$ cat config.mk
export PLATFORM = sky130hd
export DESIGN_NAME = add16_result_fifo_flat
export DESIGN_NICKNAME = d
export VERILOG_FILES = /design/src/rtl/add16_result_fifo_if.sv /design/src/rtl/add16_result_fifo.sv /design/src/flat_wrapper.sv
export SDC_FILE = /design/constraint.sdc
export NUM_CORES = 1
export LEC_CHECK = 0
export CAP_MARGIN = 20
export CORE_ASPECT_RATIO = 1.5
export CORE_UTILIZATION = 61
export DETAILED_ROUTE_END_ITERATION = 12
export PLACE_DENSITY = 0.85
export SLEW_MARGIN = 20
export SYNTH_ARGS = -nofsm -noshare
export SYNTH_HDL_FRONTEND = slang
export SYNTH_SLANG_ARGS = --single-unit
$ cat constraint.sdc
create_clock -name clk -period 5.1 [get_ports clk]
set_clock_uncertainty 0.1 [all_clocks]
set_input_delay 1.02 -clock clk [delete_from_list [all_inputs] [get_ports clk]]
set_output_delay 1.02 -clock clk [all_outputs]
set_load 0.02 [all_outputs]
$ cat src/rtl/add16_result_fifo_if.sv
// Producer/consumer handshake bundle for the adder result FIFO.
// The master side drives the write port and the read-ready; the slave side is the FIFO.
interface add16_result_fifo_if #(
  parameter int unsigned WIDTH = 16
);
  logic             in_valid;
  logic             in_ready;
  logic [WIDTH-1:0] in_sum;
  logic             in_carry;
  logic             in_parity;
  logic             in_overflow;
  logic             in_zero;
  logic             in_sign;
  logic             out_valid;
  logic             out_ready;
  logic [WIDTH-1:0] out_sum;
  logic [4:0]       out_flags;

  modport master (
    output in_valid, in_sum, in_carry, in_parity, in_overflow, in_zero, in_sign,
    output out_ready,
    input  in_ready, out_valid, out_sum, out_flags
  );

  modport slave (
    input  in_valid, in_sum, in_carry, in_parity, in_overflow, in_zero, in_sign,
    input  out_ready,
    output in_ready, out_valid, out_sum, out_flags
  );
endinterface

$ cat src/rtl/add16_result_fifo.sv
// Registered result FIFO behind the 16-bit CLA adder, with sticky carry/overflow
// status and a saturating count of accepted results.
module add16_result_fifo #(
  parameter int unsigned WIDTH = 16,
  parameter int unsigned DEPTH = 4,
  parameter int unsigned CNT_W = 16
) (
  input  logic                   clk,
  input  logic                   rst_n,
  add16_result_fifo_if.slave     bus,
  input  logic                   sticky_clr,
  output logic [$clog2(DEPTH):0] level,
  output logic                   sticky_carry,
  output logic                   sticky_overflow,
  output logic [CNT_W-1:0]       op_count
);
  localparam int unsigned PTR_W = $clog2(DEPTH);
  localparam int unsigned LVL_W = PTR_W + 1;

  typedef struct packed {
    logic [WIDTH-1:0] sum;
    logic [4:0]       flags;
  } entry_t;

  entry_t           mem [DEPTH];
  entry_t           head, head_nxt, in_entry_c;
  logic [PTR_W-1:0] rd_ptr, wr_ptr, rd_ptr_nxt, wr_ptr_nxt;
  logic [LVL_W-1:0] level_nxt;
  logic             valid_q, ready_q, valid_nxt, ready_nxt;
  logic             push_c, pop_c;
  logic             sticky_carry_nxt, sticky_overflow_nxt;
  logic [CNT_W-1:0] op_count_nxt;

  assign in_entry_c = '{sum: bus.in_sum,
                         flags: {bus.in_carry, bus.in_parity, bus.in_overflow,
                                 bus.in_zero, bus.in_sign}};
  assign push_c = bus.in_valid & ready_q;
  assign pop_c  = valid_q & bus.out_ready;

  // Next-state for pointers, occupancy, head register and status.
  always_comb begin
    rd_ptr_nxt          = rd_ptr;
    wr_ptr_nxt          = wr_ptr;
    level_nxt           = level;
    head_nxt            = head;
    sticky_carry_nxt    = sticky_carry & ~sticky_clr;
    sticky_overflow_nxt = sticky_overflow & ~sticky_clr;
    op_count_nxt        = op_count;

    if (pop_c)  rd_ptr_nxt = rd_ptr + PTR_W'(1);
    if (push_c) wr_ptr_nxt = wr_ptr + PTR_W'(1);

    case ({push_c, pop_c})
      2'b10:   level_nxt = level + LVL_W'(1);
      2'b01:   level_nxt = level - LVL_W'(1);
      default: level_nxt = level;
    endcase

    // The new head is either already stored or is the entry being written now.
    if (level_nxt != LVL_W'(0)) begin
      if (push_c && (rd_ptr_nxt == wr_ptr)) head_nxt = in_entry_c;
      else                                  head_nxt = mem[rd_ptr_nxt];
    end

    valid_nxt = (level_nxt != LVL_W'(0));
    ready_nxt = (level_nxt != LVL_W'(DEPTH));

    if (push_c) begin
      sticky_carry_nxt    = sticky_carry_nxt | bus.in_carry;
      sticky_overflow_nxt = sticky_overflow_nxt | bus.in_overflow;
      if (op_count != {CNT_W{1'b1}}) op_count_nxt = op_count + CNT_W'(1);
    end
  end

  always_ff @(posedge clk or negedge rst_n) begin
    if (!rst_n) begin
      rd_ptr          <= '0;
      wr_ptr          <= '0;
      level           <= '0;
      head            <= '0;
      valid_q         <= 1'b0;
      ready_q         <= 1'b1;
      sticky_carry    <= 1'b0;
      sticky_overflow <= 1'b0;
      op_count        <= '0;
    end else begin
      rd_ptr          <= rd_ptr_nxt;
      wr_ptr          <= wr_ptr_nxt;
      level           <= level_nxt;
      head            <= head_nxt;
      valid_q         <= valid_nxt;
      ready_q         <= ready_nxt;
      sticky_carry    <= sticky_carry_nxt;
      sticky_overflow <= sticky_overflow_nxt;
      op_count        <= op_count_nxt;
    end
  end

  // Storage carries no reset; occupancy alone decides what is valid.
  always_ff @(posedge clk) begin
    if (push_c) mem[wr_ptr] <= in_entry_c;
  end

  assign bus.in_ready  = ready_q;
  assign bus.out_valid = valid_q;
  assign bus.out_sum   = head.sum;
  assign bus.out_flags = head.flags;
endmodule

$ cat src/flat_wrapper.sv
// flat-port wrapper written by rule: the top's interface ports become plain ports
module add16_result_fifo_flat 
#(
  parameter int unsigned WIDTH = 16,
  parameter int unsigned DEPTH = 4,
  parameter int unsigned CNT_W = 16
)
  (clk, rst_n, sticky_clr, level, sticky_carry, sticky_overflow, op_count, bus_in_valid, bus_in_sum, bus_in_carry, bus_in_parity, bus_in_overflow, bus_in_zero, bus_in_sign, bus_out_ready, bus_in_ready, bus_out_valid, bus_out_sum, bus_out_flags);
  add16_result_fifo_if #(.WIDTH(WIDTH)) bus_i ();
  input  logic clk;
  input  logic rst_n;
  input  logic sticky_clr;
  output logic [$clog2(DEPTH):0] level;
  output logic sticky_carry;
  output logic sticky_overflow;
  output logic [CNT_W-1:0] op_count;
  input wire logic [$bits(bus_i.in_valid)-1:0] bus_in_valid;
  input wire logic [$bits(bus_i.in_sum)-1:0] bus_in_sum;
  input wire logic [$bits(bus_i.in_carry)-1:0] bus_in_carry;
  input wire logic [$bits(bus_i.in_parity)-1:0] bus_in_parity;
  input wire logic [$bits(bus_i.in_overflow)-1:0] bus_in_overflow;
  input wire logic [$bits(bus_i.in_zero)-1:0] bus_in_zero;
  input wire logic [$bits(bus_i.in_sign)-1:0] bus_in_sign;
  input wire logic [$bits(bus_i.out_ready)-1:0] bus_out_ready;
  output wire logic [$bits(bus_i.in_ready)-1:0] bus_in_ready;
  output wire logic [$bits(bus_i.out_valid)-1:0] bus_out_valid;
  output wire logic [$bits(bus_i.out_sum)-1:0] bus_out_sum;
  output wire logic [$bits(bus_i.out_flags)-1:0] bus_out_flags;
  assign bus_i.in_valid = bus_in_valid;
  assign bus_i.in_sum = bus_in_sum;
  assign bus_i.in_carry = bus_in_carry;
  assign bus_i.in_parity = bus_in_parity;
  assign bus_i.in_overflow = bus_in_overflow;
  assign bus_i.in_zero = bus_in_zero;
  assign bus_i.in_sign = bus_in_sign;
  assign bus_i.out_ready = bus_out_ready;
  assign bus_in_ready = bus_i.in_ready;
  assign bus_out_valid = bus_i.out_valid;
  assign bus_out_sum = bus_i.out_sum;
  assign bus_out_flags = bus_i.out_flags;
  add16_result_fifo #(.WIDTH(WIDTH), .DEPTH(DEPTH), .CNT_W(CNT_W)) u_core (.clk(clk), .rst_n(rst_n), .bus(bus_i), .sticky_clr(sticky_clr), .level(level), .sticky_carry(sticky_carry), .sticky_overflow(sticky_overflow), .op_count(op_count));
endmodule
==> results.ini, run 1 <==
[critical_path]
worstSetupPathType=in -> reg
worst-r2r-setup-slack_ns=1.85
path_buf_inv=3
r2r_end=u_core.bus.out_sum[10]
slowest_stage=clkdlybuf4s50_1
r2r-start=u_core.bus.in_ready
critPathMaxStageDelay_ns=0.55
end_kind=flop
path_delay_family=simple AND/OR/NAND/NOR gates
crit_chain=clkdlybuf4s50_1 > and2_1 > inv_1 > ha_1 > fa_1 > nor3b_1 > o221ai_4 > nand2b_1 > buf_4 > o221a_2
critPathMaxFanout=11
cp_data_arrival_time_ns=4.12
crit_required_ns=5.34
critPathLaunch=bus_in_valid
r2r_cells=9
cp-start-kind=input port

[synthesis]
synthCells=486
syn-cell-area_mm2=0.00632
synth_fa_ha_area_share_pct=1.50
ys_ff_latch=132
yosys-top-cells-area=edfxtp_1 (40%), dfrtp_1 (19%), o221a_2 (3.7%)
async_reset_ff_share_pct=36.4
synth_top_area_cell=edfxtp_1
post-synth-top-count-cell=edfxtp_1
synth-seq-area-share_pct=58.9
syn-num-nets=519
synth_mux_area_share_pct=3.76
synth-simple-area-share_pct=12.3
synth_top_family_by_area=compound AO/OA/AOI/OAI gates
synth_ff_type=edfxtp_1
synth_top_area_share_pct=39.9
synth_xor_area_share_pct=3.19
ys_types=48
ys_top_cells_by_count=edfxtp_1 (84), dfrtp_1 (47), nand3_1 (30)
avgSynthCellArea_um2=13.0
synth_compound_area_share_pct=15.7
synth_edf_count=84
synth-warning-count=0

[min_path]
hold-path-endpoint=u_core.op_count[15]
hold_start=u_core.op_count[15]
hp-class=reg -> reg
whs_path_depth=1

[clocking]
cts_tree=built
hold_buffers=0
cts.repair.resized=0
root_buffer=clkbuf_16
cts_max_path_buffers=2
clk_latency_ns=0.41
cts_setup_buffers=0
cts_sinks=132
h-tree-depth=4
clkTransAtPathRegs_ns=0.05
cts_buffers=17

[finish]
multi_input_area_mm2=0.00232
layoutNonFillerInstCount=676
ff_latch_area_mm2=0.00373
fillers=602
antennaDiodeCount=0
fin_nets=580
design_area_mm2=0.00762
syn_to_final_growth_pct=20.4
final_layout_size_suffix_gt1_share_pct=13.4

[placed_design]
placed_area_mm2=0.00711
numPortBuffers=69
dp.cells=645
gp_congestion=0.767
dp_hpwl_mm=8.89

[detailed_routing]
wl_mm=15.7
drt-met1-wl_mm=5.90
vias=4749
post_drt_wl_per_cell_um=23.2
drtPass1Iterations=6
drtAntennaViolNets=0
wl_met3_mm=1.30
routed_via_density=7.03
drtIter0Drc=590
dr_wl_met2_mm=7.88
drc=0
highest_layer=met4

[sta]
worst_slew_pin_slew_ns=0.934
fin_crit_sh_pct=75.9
slew_violations=0
fin_tns_setup_ns=0
hold_violations=0
timing.fmax_mhz=258
min_period_ns=3.87
setup_violations=0
grt_setup_unrepaired=false
max-slew-margin-rel_pct=37.7

[power_and_ir_drop]
power.density_mw_per_mm2=636
vdd_drop_max_mv=0.389
pwr-share-clk_pct=21.6
pwr-share-comb_pct=42.9
power_frac_seq_pct=35.5
p_sw_share_pct=37.4
switchingPower_w=0.00181
p_leak_nw=2.86
intPower_w=0.00303
p_total_w=0.00485

[die]
pin_count=70
placeableCoreArea_mm2=0.0101
die_h_um=127
start_util_pct=62.7
dieArea_mm2=0.0108
row_count=45
fp.dieW_um=85.1

[grt]
grt_pass1_wl_mm=24.7
grt-ovfl-total=0
antenna_found_initial=0
grt_pass1_vias=4882
grt_start_max_net_pins=50
grt_use_total_pct=30.1

[run_status]
status=complete, no violations

[flow_run]
drv_cap=0

-- cells in the final DEF, fill, tap and decap left out, types with 9 or more instances in the layout --
master,instances
a211oi_1,20
o221a_2,21
inv_1,29
xnor2_1,14
a221oi_1,20
edfxtp_1,84
nand4b_1,21
nor4bb_1,20
clkdlybuf4s50_1,68
nand2_1,14
nand3_1,30
xor2_1,9
dfrtp_1,45
buf_4,16
mux2i_1,20
clkbuf_16,17
o31ai_1,21
o2bb2ai_1,20
-- flip-flops by register name, summed over array words and instances, names as in the netlist, 2 cells and up --
| name | count |
|---|---|
| u_core.level | 3 |
| u_core.op_count | 16 |
| u_core.rd_ptr | 2 |
| u_core.wr_ptr | 2 |
| u_core.bus.out_sum | 16 |
| u_core.mem | 84 |
| u_core.bus.out_flags | 5 |
-- worst register-to-register path: stages (launching register included) --
cell and delay [ns]:
dfstp_2 0.57, and2_1 0.15, inv_1 0.07, ha_1 0.23, fa_1 0.48, nor3b_1 0.50, o221ai_4 0.16, nand2b_1 0.41
buf_4 0.30, o221a_2 0.22
-- power groups by stage --
| stage | combinational (W) | sequential [W] | clock (W) |
|---|---|---|---|
| 2_1_floorplan | 0.00130 | 0.00178 | 0 |
| 3_3_place_gp | 0.00195 | 0.00171 | 0 |
| 3_5_place_dp | 0.00205 | 0.00172 | 0 |
| 4_1_cts | 0.00207 | 0.00171 | 0.00105 |
| 5_1_grt | 0.00221 | 0.00175 | 0.00109 |
| 6_report | 0.00208 | 0.00172 | 0.00105 |
-- kinds of logic (layout without fill, tap and decap cells) --
group                      after synthesis  after routing
DFF                                    132            132
buffers and inverters                   73            146
muxes                                   23             23
xor gates and xnor gates                23             23
adders and majority gates                7              7
and+or+nand+nor                        112            112
AOI/OAI and AO/OA                      116            116
-- through the flow --
step | setup slack (ns) | hold slack, ns | util [%]
finish | 1.23 | 0.400 | 75.6
global route | 1.01 | 0.418 | 75.6
CTS | 1.22 | 0.399 | 75.6
detailed placement | 0.787 | 0.388 | 70.6
global placement | 0.916 | 0.387 | 70.6
floorplan | 1.54 | 0.495 | -
-- per-layer routing --
layer,vias to the layer above,track usage (%)
met5,-,0
met4,0,16.4
met3,62,7.22
met2,285,49.0
met1,2350,37.1
li1,2052,-
-- worst max-delay path by stage --
stage                     cells after the start  slack [ns]                     end
after detailed placement                     11        0.79  u_core.bus.out_sum[10]
after global routing                         11        1.01  u_core.bus.out_sum[10]
after global placement                       11        0.92   u_core.bus.out_sum[5]
final                                        10        1.23  u_core.bus.out_sum[10]
after floorplan                              10        1.54  u_core.bus.out_sum[10]
after CTS                                    11        1.22  u_core.bus.out_sum[10]
-- layout make-up --
class,instances,share of cell area (%)
clock inverter,7,0.427
sequential,132,48.9
inverter,30,1.48
clock buffer,24,6.19
tap,117,1.92
timing repair buffer,85,10.6
multi-input combinational,281,30.5
Power figures use the tool's default switching activity.
==> run 2: changes to the inputs <==
CORE_UTILIZATION = 51   (was 61)
PLACE_DENSITY = 0.76   (was 0.85)
clock period = 3.1 ns   (was 5.1 ns; I/O delays follow)
==> run 2 against run 1 <==
Net effect:
- die area up 19%
- critical path depth up 2
- non-clock buffer count is 15 higher
- sequential power increased by 63%
- register-to-register slack worse by 1.6 ns
- largest power group unchanged
- critical endpoint is now u_core.bus.out_flags[1]
- critical path type unchanged
- clock power rose by 95%
==> results.ini, run 2 (synthesis gave the netlist of run 1 again) <==
[critical_path]
cp_data_arrival_time_ns=3.13  ; -0.99 ns
critPathLaunch=bus_in_valid
end_kind=flop
crit_required_ns=3.30  ; -2.04 ns
cp-start-kind=input port
r2r-start=u_core.bus.in_ready
critPathMaxFanout=10  ; -1
worstSetupPathType=in -> reg

[sta]
max-slew-margin-rel_pct=50.9  ; +13 points
grt_setup_unrepaired=false
fin_crit_sh_pct=94.6
setup_slack_ns=0.167  ; -1.06 ns
slew_violations=0  ; unchanged
worst_slew_pin_slew_ns=0.736  ; -0.198 ns
fin_hold_ws_ns=0.170  ; -0.229 ns
hold_violations=0  ; unchanged
fin_tns_setup_ns=0  ; unchanged
setup_violations=0  ; unchanged
min_period_ns=2.93
timing.fmax_mhz=341

[grt]
grt_start_max_net_pins=47  ; -6.0%
grt_pass1_vias=4981  ; +2.0%
grt_pass1_wl_mm=25.6  ; +3.6%
grt_use_total_pct=25.9  ; -4.3 points
antenna_found_initial=0  ; unchanged
grt-ovfl-total=0  ; unchanged

[finish]
fin_nets=595  ; +2.6%
top_register=u_core.mem
antennaDiodeCount=0  ; unchanged
fin_util_pct=66.2  ; -9.4 points
syn_to_final_growth_pct=25.8
final_cell_mix=edfxtp_1 (84), clkdlybuf4s50_1 (68), dfrtp_1 (45)
final_layout_size_suffix_gt1_share_pct=16.7  ; +3.3 points
largest_reg_flops=84  ; unchanged
final_common_cell=edfxtp_1

[clocking]
cts.repair.resized=0  ; unchanged
hold_buffers=0  ; unchanged
clk_latency_ns=0.41  ; about the same
h-tree-depth=4  ; unchanged
cts_setup_buffers=0  ; unchanged
cts_buffers=17  ; unchanged
cts_max_path_buffers=2  ; unchanged
cts_tree=built
root_buffer=clkbuf_16
cts_sinks=132  ; unchanged
clkTransAtPathRegs_ns=0.06  ; about the same

[placed_design]
gp_congestion=0.798  ; +4.1%
dp_hpwl_mm=9.81  ; +10%
place_ws_ns=-0.228  ; -1.01 ns
numPortBuffers=69  ; unchanged

[min_path]
hp-class=in -> async

[power_and_ir_drop]
vdd_drop_max_mv=0.601  ; +54%
p_leak_nw=2.99  ; +4.7%
p_total_w=0.00846  ; +75%
power.density_mw_per_mm2=1060  ; +67%

[detailed_routing]
post_drt_wl_per_cell_um=21.6  ; -6.9%
wl_mm=15.7  ; +0.29%
vias=4669  ; -1.7%
drtPass1Iterations=5  ; -1
drtAntennaViolNets=0  ; unchanged
routed_via_density=6.41  ; -8.7%
drtIter0Drc=385  ; -35%
drc=0  ; unchanged

[die]
fp.dieW_um=92.9  ; +9.2%
placeableCoreArea_mm2=0.0120  ; +19%
row_count=49  ; +8.9%
start_util_pct=52.6  ; -10 points
die_h_um=138  ; +9.2%
dieArea_mm2=0.0129  ; +19%
pin_count=70  ; unchanged

[flow_run]
drv_cap=0  ; unchanged

[run_status]
status=complete, no violations

-- run 2: per-stage QoR --
| step | instances | area [µm²] |
|---|---|---|
| 2_1_floorplan | 486 | 6320 |
| 3_3_place_gp | 696 | 7340 |
| 3_5_place_dp | 696 | 7340 |
| 4_1_cts | 728 | 7950 |
| 5_1_grt | 728 | 7950 |
| 6_report | 728 | 7950 |
-- run 2: layout make-up --
type	instances	area, µm²
fillers	866	4060
flip-flops and latches	132	3730
multi-input cells	281	2320
repair buffers	100	993
clock buffers	20	457
well taps	153	191
clock inverters	12	153
inverters	30	113
-- run 2: final timing paths --
check,depth (start not counted),slack (ns),end
worst max-delay path,12,0.17,u_core.bus.out_flags[1]
worst min-delay path,1,0.17,u_core.bus.out_sum[9]
worst max register to register,11,0.26,u_core.bus.out_flags[1]
worst min register to register,1,0.41,u_core.op_count[15]
max in group asynchronous,2,2.00,u_core.bus.in_ready
min in group clk,1,0.41,u_core.op_count[15]
-- run 2: where the power goes --
part | leakage, nW | internal, W | switching [W] | total, W
Sequential | 1.34 | 0.00240 | 0.000407 | 0.00281
Clock | 0.290 | 0.00131 | 0.000744 | 0.00205
Combinational | 1.37 | 0.00171 | 0.00189 | 0.00360
-- run 2: routing by layer --
| metal | vias up | part of all wire [%] | global-route usage, % |
|---|---|---|---|
| li1 | 2082 | - | - |
| met1 | 2342 | 38 | 31.0 |
| met2 | 214 | 53 | 44.1 |
| met3 | 31 | 6.3 | 4.90 |
| met4 | 0 | 2.2 | 12.7 |
| met5 | - | 0 | 0 |
-- run 2: critical path, cell delays in order --
cell and delay [ns]:
clkdlybuf4s50_1 0.47, and2_1 0.14, inv_1 0.06, ha_1 0.22, fa_1 0.38, xnor2_1 0.25, o21ai_0 0.14, buf_4 0.17
o221ai_4 0.09, nand2b_1 0.12, buf_4 0.20, o221a_2 0.26
